### src/rtl/debounce_pkg.sv
// Shared definitions for the debounce_strobe input-conditioning stage:
// debounce FSM state encoding and default stability count.
package debounce_pkg;

  localparam int unsigned DB_STABLE_CNT_DEF = 50000;
  localparam int unsigned DB_CNT_W_DEF      = 16;

  // Bit 1 of the encoding is the debounced level.
  typedef enum logic [1:0] {
    S_LO      = 2'b00,
    S_WAIT_HI = 2'b01,
    S_HI      = 2'b11,
    S_WAIT_LO = 2'b10
  } db_state_e;

endpackage

### src/rtl/debounce_cell.sv
// One debounce channel: optional 2-flop synchronizer (DEBOUNCE_SYNC_2FF_EN),
// stability FSM with counter, debounced level and registered rise pulse.
module debounce_cell
  import debounce_pkg::*;
#(
  parameter int unsigned STABLE_CNT = DB_STABLE_CNT_DEF,
  parameter int unsigned CNT_W      = DB_CNT_W_DEF
) (
  input  logic clk_i,
  input  logic rst_i,
  input  logic raw_i,
  output logic level_o,
  output logic rise_o
);

  localparam logic [CNT_W-1:0] CNT_LAST = CNT_W'(STABLE_CNT - 1);
  localparam logic [CNT_W-1:0] CNT_ONE  = CNT_W'(1);

  logic sample;

`ifdef DEBOUNCE_SYNC_2FF_EN
  logic [1:0] sync_q;

  always_ff @(posedge clk_i) begin
    if (rst_i) sync_q <= '0;
    else       sync_q <= {sync_q[0], raw_i};
  end

  assign sample = sync_q[1];
`else
  assign sample = raw_i;
`endif

  db_state_e        state_q, state_d;
  logic [CNT_W-1:0] cnt_q, cnt_d;
  logic             rise_q, rise_d;

  always_ff @(posedge clk_i) begin
    if (rst_i) begin
      state_q <= S_LO;
      cnt_q   <= '0;
      rise_q  <= 1'b0;
    end else begin
      state_q <= state_d;
      cnt_q   <= cnt_d;
      rise_q  <= rise_d;
    end
  end

  // Counter defaults to 0 so it is held clear in the stable states.
  always_comb begin
    state_d = state_q;
    cnt_d   = '0;
    unique case (state_q)
      S_LO: begin
        if (sample) begin
          state_d = S_WAIT_HI;
          cnt_d   = CNT_ONE;
        end
      end
      S_WAIT_HI: begin
        if (!sample)                state_d = S_LO;
        else if (cnt_q == CNT_LAST) state_d = S_HI;
        else                        cnt_d   = cnt_q + CNT_ONE;
      end
      S_HI: begin
        if (!sample) begin
          state_d = S_WAIT_LO;
          cnt_d   = CNT_ONE;
        end
      end
      S_WAIT_LO: begin
        if (sample)                 state_d = S_HI;
        else if (cnt_q == CNT_LAST) state_d = S_LO;
        else                        cnt_d   = cnt_q + CNT_ONE;
      end
      default: state_d = S_LO;
    endcase
  end

  always_comb begin
    level_o = (state_q == S_HI) || (state_q == S_WAIT_LO);
    rise_d  = (state_q == S_WAIT_HI) && (state_d == S_HI);
  end

  assign rise_o = rise_q;

endmodule

### src/rtl/debounce_strobe.sv
// Debounces a data switch and an enable button for a downstream D latch;
// DEBOUNCE_SYNC_2FF_EN adds a 2-flop synchronizer in front of each channel.
module debounce_strobe
  import debounce_pkg::*;
#(
  parameter int unsigned STABLE_CNT = DB_STABLE_CNT_DEF,
  parameter int unsigned CNT_W      = DB_CNT_W_DEF
) (
  input  logic clk,
  input  logic rst,
  input  logic sw_raw,
  input  logic btn_raw,
  output logic D,
  output logic en,
  output logic btn_lvl
);

  logic sw_rise_unused;

  debounce_cell #(
    .STABLE_CNT (STABLE_CNT),
    .CNT_W      (CNT_W)
  ) u_data (
    .clk_i   (clk),
    .rst_i   (rst),
    .raw_i   (sw_raw),
    .level_o (D),
    .rise_o  (sw_rise_unused)
  );

  debounce_cell #(
    .STABLE_CNT (STABLE_CNT),
    .CNT_W      (CNT_W)
  ) u_enable (
    .clk_i   (clk),
    .rst_i   (rst),
    .raw_i   (btn_raw),
    .level_o (btn_lvl),
    .rise_o  (en)
  );

endmodule
### config.mk
export PLATFORM = sky130hd
export DESIGN_NAME = debounce_strobe
export DESIGN_NICKNAME = d
export VERILOG_FILES = /design/src/rtl/debounce_pkg.sv /design/src/rtl/debounce_cell.sv /design/src/rtl/debounce_strobe.sv
export SDC_FILE = /design/constraint.sdc
export NUM_CORES = 1
export LEC_CHECK = 0
export BUFFER_PORTS_ARGS = -buffer_cell sky130_fd_sc_hd__buf_2
export CORE_UTILIZATION = 40
export CTS_BUF_LIST = sky130_fd_sc_hd__clkbuf_16
export DETAILED_ROUTE_END_ITERATION = 8
export GPL_ROUTABILITY_DRIVEN = 0
export MAX_ROUTING_LAYER = met4
export PLACE_DENSITY_LB_ADDON = 0.08
export SYNTH_ARGS = -nofsm -noshare
export SYNTH_HDL_FRONTEND = slang
export SYNTH_HIERARCHICAL = 1
export SYNTH_SLANG_ARGS = --single-unit
### constraint.sdc
create_clock -name clk -period 1.33 [get_ports clk]
set_clock_uncertainty 0.05 [all_clocks]
set_input_delay 0.0665 -clock clk [delete_from_list [all_inputs] [get_ports clk]]
set_output_delay 0.0665 -clock clk [all_outputs]
set_load 0.02 [all_outputs]
[After elaboration in Yosys (flattened, before gate mapping)]
Index checks and enable logic that the tools add are counted.
W data, S select, Z words.
Storage, ports and cells
  register bits: 37
  latch bits: 0
  RAM bits: 0
  bits in read-only memories: 0
  output and inout port bits: 3
  memories kept: 0
Operators by class
  $add $sub $neg: 2
  $mul: 0
  divide/modulo/power cells: 0
  $lt $le $gt $ge: 0
  eq/ne operators: 13
  shift-type cells: 0
  muxes and demuxes: 26
  bitwise logic cells: 0
  reduce and logical (&&, ||, !) cells: 6
Operators with widths (number)
  $pmux W16 S4: 2
  $mux W16: 6
  $add A16 B1 Y16 const B: 2
  $eq A16 B16 Y1 const B: 2
  $mux W2: 12
  $pmux W2 S4: 2
  $eq A2 B2 Y1 const B: 5
  $ne A3 B2 Y1 const B: 2
  $eq A2 B1 Y1 const B: 2
  $logic_not A2 Y1: 2
  $mux W1: 4
  $ne A2 B2 Y1 const B: 2
  $reduce_and A4 Y1: 1
  $logic_or A1 B1 Y1: 2
  $logic_and A1 B1 Y1: 1

[Logic depth before layout (Yosys ltp)]
  word-level depth: 6
  gate-level depth with buffers: 6
  depth with buffers taken out: 5

[Hierarchy]
The synthesis kept the hierarchy.
Modules (own cells, without submodules)
  debounce_cell: times used 2, cells each 103, area an instance 905.9 um^2, sequential area each 380.4 um^2

[Worst setup path after synthesis]
Ideal clock, no wire load.
  path type: reg-to-reg
  start point: register u_data.cnt_q[0]
  end point: register u_data.cnt_q[15]
  arrival: 1290 ps
  data required time: 1165 ps
  path slack: -124 ps
  cell stages (with the launch flop): 7
  path buffers: 1
  period minus slack after synthesis: 1454 ps
  cell sequence: dfxtp_1 -> ha_1 -> and3_1 -> nand4_1 -> nand2b_4 -> buf_6 -> nor2_1
Between the ends
  word-level cells in the longest chain between the ends: 4
  elaborated cells on any way between the ends: 6
  classes of those cells: 1 x add/sub; 1 x eq/ne; 4 x mux
RTL lines
  start: declaration: RTL line debounce_cell.sv:35  | logic [CNT_W-1:0] cnt_q, cnt_d;
  start signal: assignment: RTL line debounce_cell.sv:45  | cnt_q <= cnt_d;
  $add A16 B1 Y16 or $eq A16 B16 Y1 (tied branches)
  $mux W16 *: RTL line debounce_cell.sv:63, debounce_cell.sv:74
  $mux W16, on equally long branches: RTL line debounce_cell.sv:73, debounce_cell.sv:62
  $pmux W16 S4 *: RTL line debounce_cell.sv:54  | unique case (state_q)
Mark *: on every way between the ends. The rest lies on a longest branch, timed or not.
A chain may end at the register's enable or synchronous reset.

[Final worst setup path]
  start point: register u_enable.cnt_q[10]
  end point: register u_enable.state_q[1]
Between the ends
  word-level cells in the longest chain between the ends: 4
  elaborated cells on any way between the ends: 6
  classes of those cells: 1 x eq/ne; 5 x mux
RTL lines
  start: declaration: RTL line debounce_cell.sv:35
  start signal: assignment: RTL line debounce_cell.sv:45
  $eq A16 B16 Y1 *: RTL line debounce_cell.sv:63, debounce_cell.sv:74
  $mux W2, on equally long branches: RTL line debounce_cell.sv:74, debounce_cell.sv:63
  $mux W2, on equally long branches: RTL line debounce_cell.sv:73, debounce_cell.sv:62
  $pmux W2 S4 *: RTL line debounce_cell.sv:54
  end signal: assignment: RTL line debounce_cell.sv:44  | state_q <= state_d;
  end: declaration: RTL line debounce_cell.sv:34  | db_state_e state_q, state_d;
Marked as above.

==> impl_metrics.tcl <==
set metrics [dict create \
    hold_viol_final 0 \
    setup_ws_ns -0.0496 \
    ant_nets 0 \
    dieHeight_um 68.8 \
    start_kind "flip-flop" \
    rsz0062_at_grt "yes" \
    die_area_um2 4730 \
    die_x_um 68.8 \
    period_share_pct 104 \
    hpwl_mm 2.74 \
    syn-num-nets 210 \
    slew_viol_final 0 \
    cp-end-kind "flip-flop" \
    post-place-cells 289 \
    ios 7 \
    cts_tree "yes" \
    cp_data_arrival_time_ns 1.53 \
    worstPathMaxFanout 5 \
    start_util_pct 43.1 \
    grt_pass1_vias 1534 \
    wl_per_cell_um 14.1 \
    critPathLaunch "u_enable/cnt_q[10]$_SDFF_PP0_" \
    grt_start_max_net_pins 11 \
    rows 23 \
    hold_class "input port to flip-flop" \
    fin_nets 262 \
    drc 0 \
    numCtsBuffers 5 \
    fin_hold_ws_ns 0.0546 \
    fillCellCount 362 \
    drtPass1Iterations 4 \
    viasPerCell 5.28 \
    netlist_area_um2 1790 \
    worst_r2r_startpoint "u_enable/cnt_q[10]$_SDFF_PP0_" \
    finalSetupViolCount 29 \
    grt_use_total_pct 21.1 \
    clock_latency_ns 0.27 \
    antenna_found_initial 0 \
    worstPathRequired_ns 1.48 \
    cts.root.buffer_cell "clkbuf_16" \
    ctsLongestPathBuffers 2 \
    grt_pass1_wl_mm 7.11 \
    drtIter0Drc 86 \
    area_delta_synth_final_pct 48.0 \
    r2r_end "u_enable/state_q[1]$_SDFF_PP0_" \
    htreeDepth 2 \
    tightest_slew_ns 0.301 \
    path_class "flip-flop to flip-flop" \
    max_freq_mhz 725 \
    path_clk_slew_ns 0.06 \
    port_buffers 6 \
    ff2ff_setup_slack_ns -0.05 \
    ys_warn_count 6 \
    drt_wl_total_mm 4.32 \
    drive_gt1_share_pct 47.5 \
    power_uw 2270 \
    power_density_nw_per_um2 859 \
    vdd_drop_max_mv 0.451 \
    r2r_cells 5 \
    via_count 1621 \
    max_slew_margin_pct 79.6 \
    syn_inst 204 \
    synth_area_per_cell_um2 8.75 \
    violations "setup timing" \
    cts.sinks 37 \
    leakage_uw 0.000890 \
    core-area_um2 4140 \
    period_needed_ns 1.38 \
    diodes 0 \
    outcome "complete, but fails checks" \
    drv_cap 0 \
    grt_overflow 0 \
    critPathCapture "u_enable/state_q[1]$_SDFF_PP0_" \
    fin_cells 307 \
]
-- state kept, by name (all words and copies together) (netlist names) --
signal            cells
u_data/cnt_q         16
u_data/state_q        2
u_enable/cnt_q       16
u_enable/rise_o       1
u_enable/state_q      2
-- per-stage QoR --
step	area [um2]	util, %	TNS [ns]	setup WS (ns)
2_1_floorplan	1850	-	-0.126	-0.0132
6_report	2640	63.8	-0.761	-0.0496
3_5_place_dp	2160	52.1	-2.97	-0.155
5_1_grt	2640	63.8	-2.95	-0.132
3_3_place_gp	2160	52.1	-2.73	-0.147
4_1_cts	2460	59.4	-0.310	-0.0571
-- final cells by class --
type | count | area [um2] | area share [%]
Clock buffer | 5 | 125 | 4.73
Clock inverter | 3 | 11.3 | 0.426
Inverter | 12 | 45.0 | 1.70
Multi-Input combinational cell | 151 | 1220 | 46.1
Sequential cell | 37 | 800 | 30.3
Tap cell | 50 | 62.6 | 2.37
Timing Repair Buffer | 49 | 382 | 14.4
-- per-layer routing --
layer / share of wire [%] / GRT usage [%]
met2: 46 / 31.1
met1: 49 / 28.7
met3: 3.9 / 4.11
met5: 0 / -
met4: 0.70 / 6.89
-- cells in the final DEF, fill, tap and decap left out, drive strengths merged --
master       instances
buf                 48
nor2                38
dfxtp               37
xnor2               26
inv                 15
nand4               14
nor3                10
nor4                 9
nand3                8
nand2                6
nand2b               6
o21ai                6
clkbuf               5
nand3b               2
or3b                 2
a21o                 2
and3                 2
nor4bb               2
and4b                2
xor2                 2
a41oi                2
nor2b                2
and2b                2
a21oi                2
or2b                 2
ha                   2
o2bb2ai              2
dlygate4sd3          1
-- report_power, final --
part,internal [uW],total [uW],switching (uW),leakage (uW)
Combinational,34.5,77.6,43.1,0.000497
Clock,673,1090,415,0.0000776
Sequential,1100,1100,6.09,0.000315
-- worst min-delay path by stage --
stage	cells after the start	endpoint	slack, ns	from
floorplan	1	u_data/cnt_q[0]$_SDFF_PP0_	0.08	rst
global placement	2	u_enable/cnt_q[0]$_SDFF_PP0_	0.26	rst
detailed placement	2	u_enable/cnt_q[0]$_SDFF_PP0_	0.27	rst
CTS	3	u_data/state_q[0]$_SDFF_PP0_	0.03	sw_raw
global route	3	u_data/state_q[0]$_SDFF_PP0_	0.08	sw_raw
finish	3	u_data/state_q[0]$_SDFF_PP0_	0.05	sw_raw
-- worst max-delay path: stages, from the launching register on --
cell and delay, ns:
dfxtp_4 0.36, nor4_4 0.32, nand4_1 0.16, buf_6 0.18, o21ai_4 0.12, o2bb2ai_2 0.11
-- what timing repair did --
| action | 4_1_cts | 5_1_grt |
|---|---|---|
| endpoints found under the setup margin | 32 | 33 |
| hold buffers | 1 | 0 |
| endpoints found under the hold margin | 2 | 0 |
| pin swaps | 16 | 32 |
| resized for setup | 36 | 44 |
| setup buffers | 1 | 6 |
| gates cloned | 2 | 0 |
(Power assumes the default switching activity.)
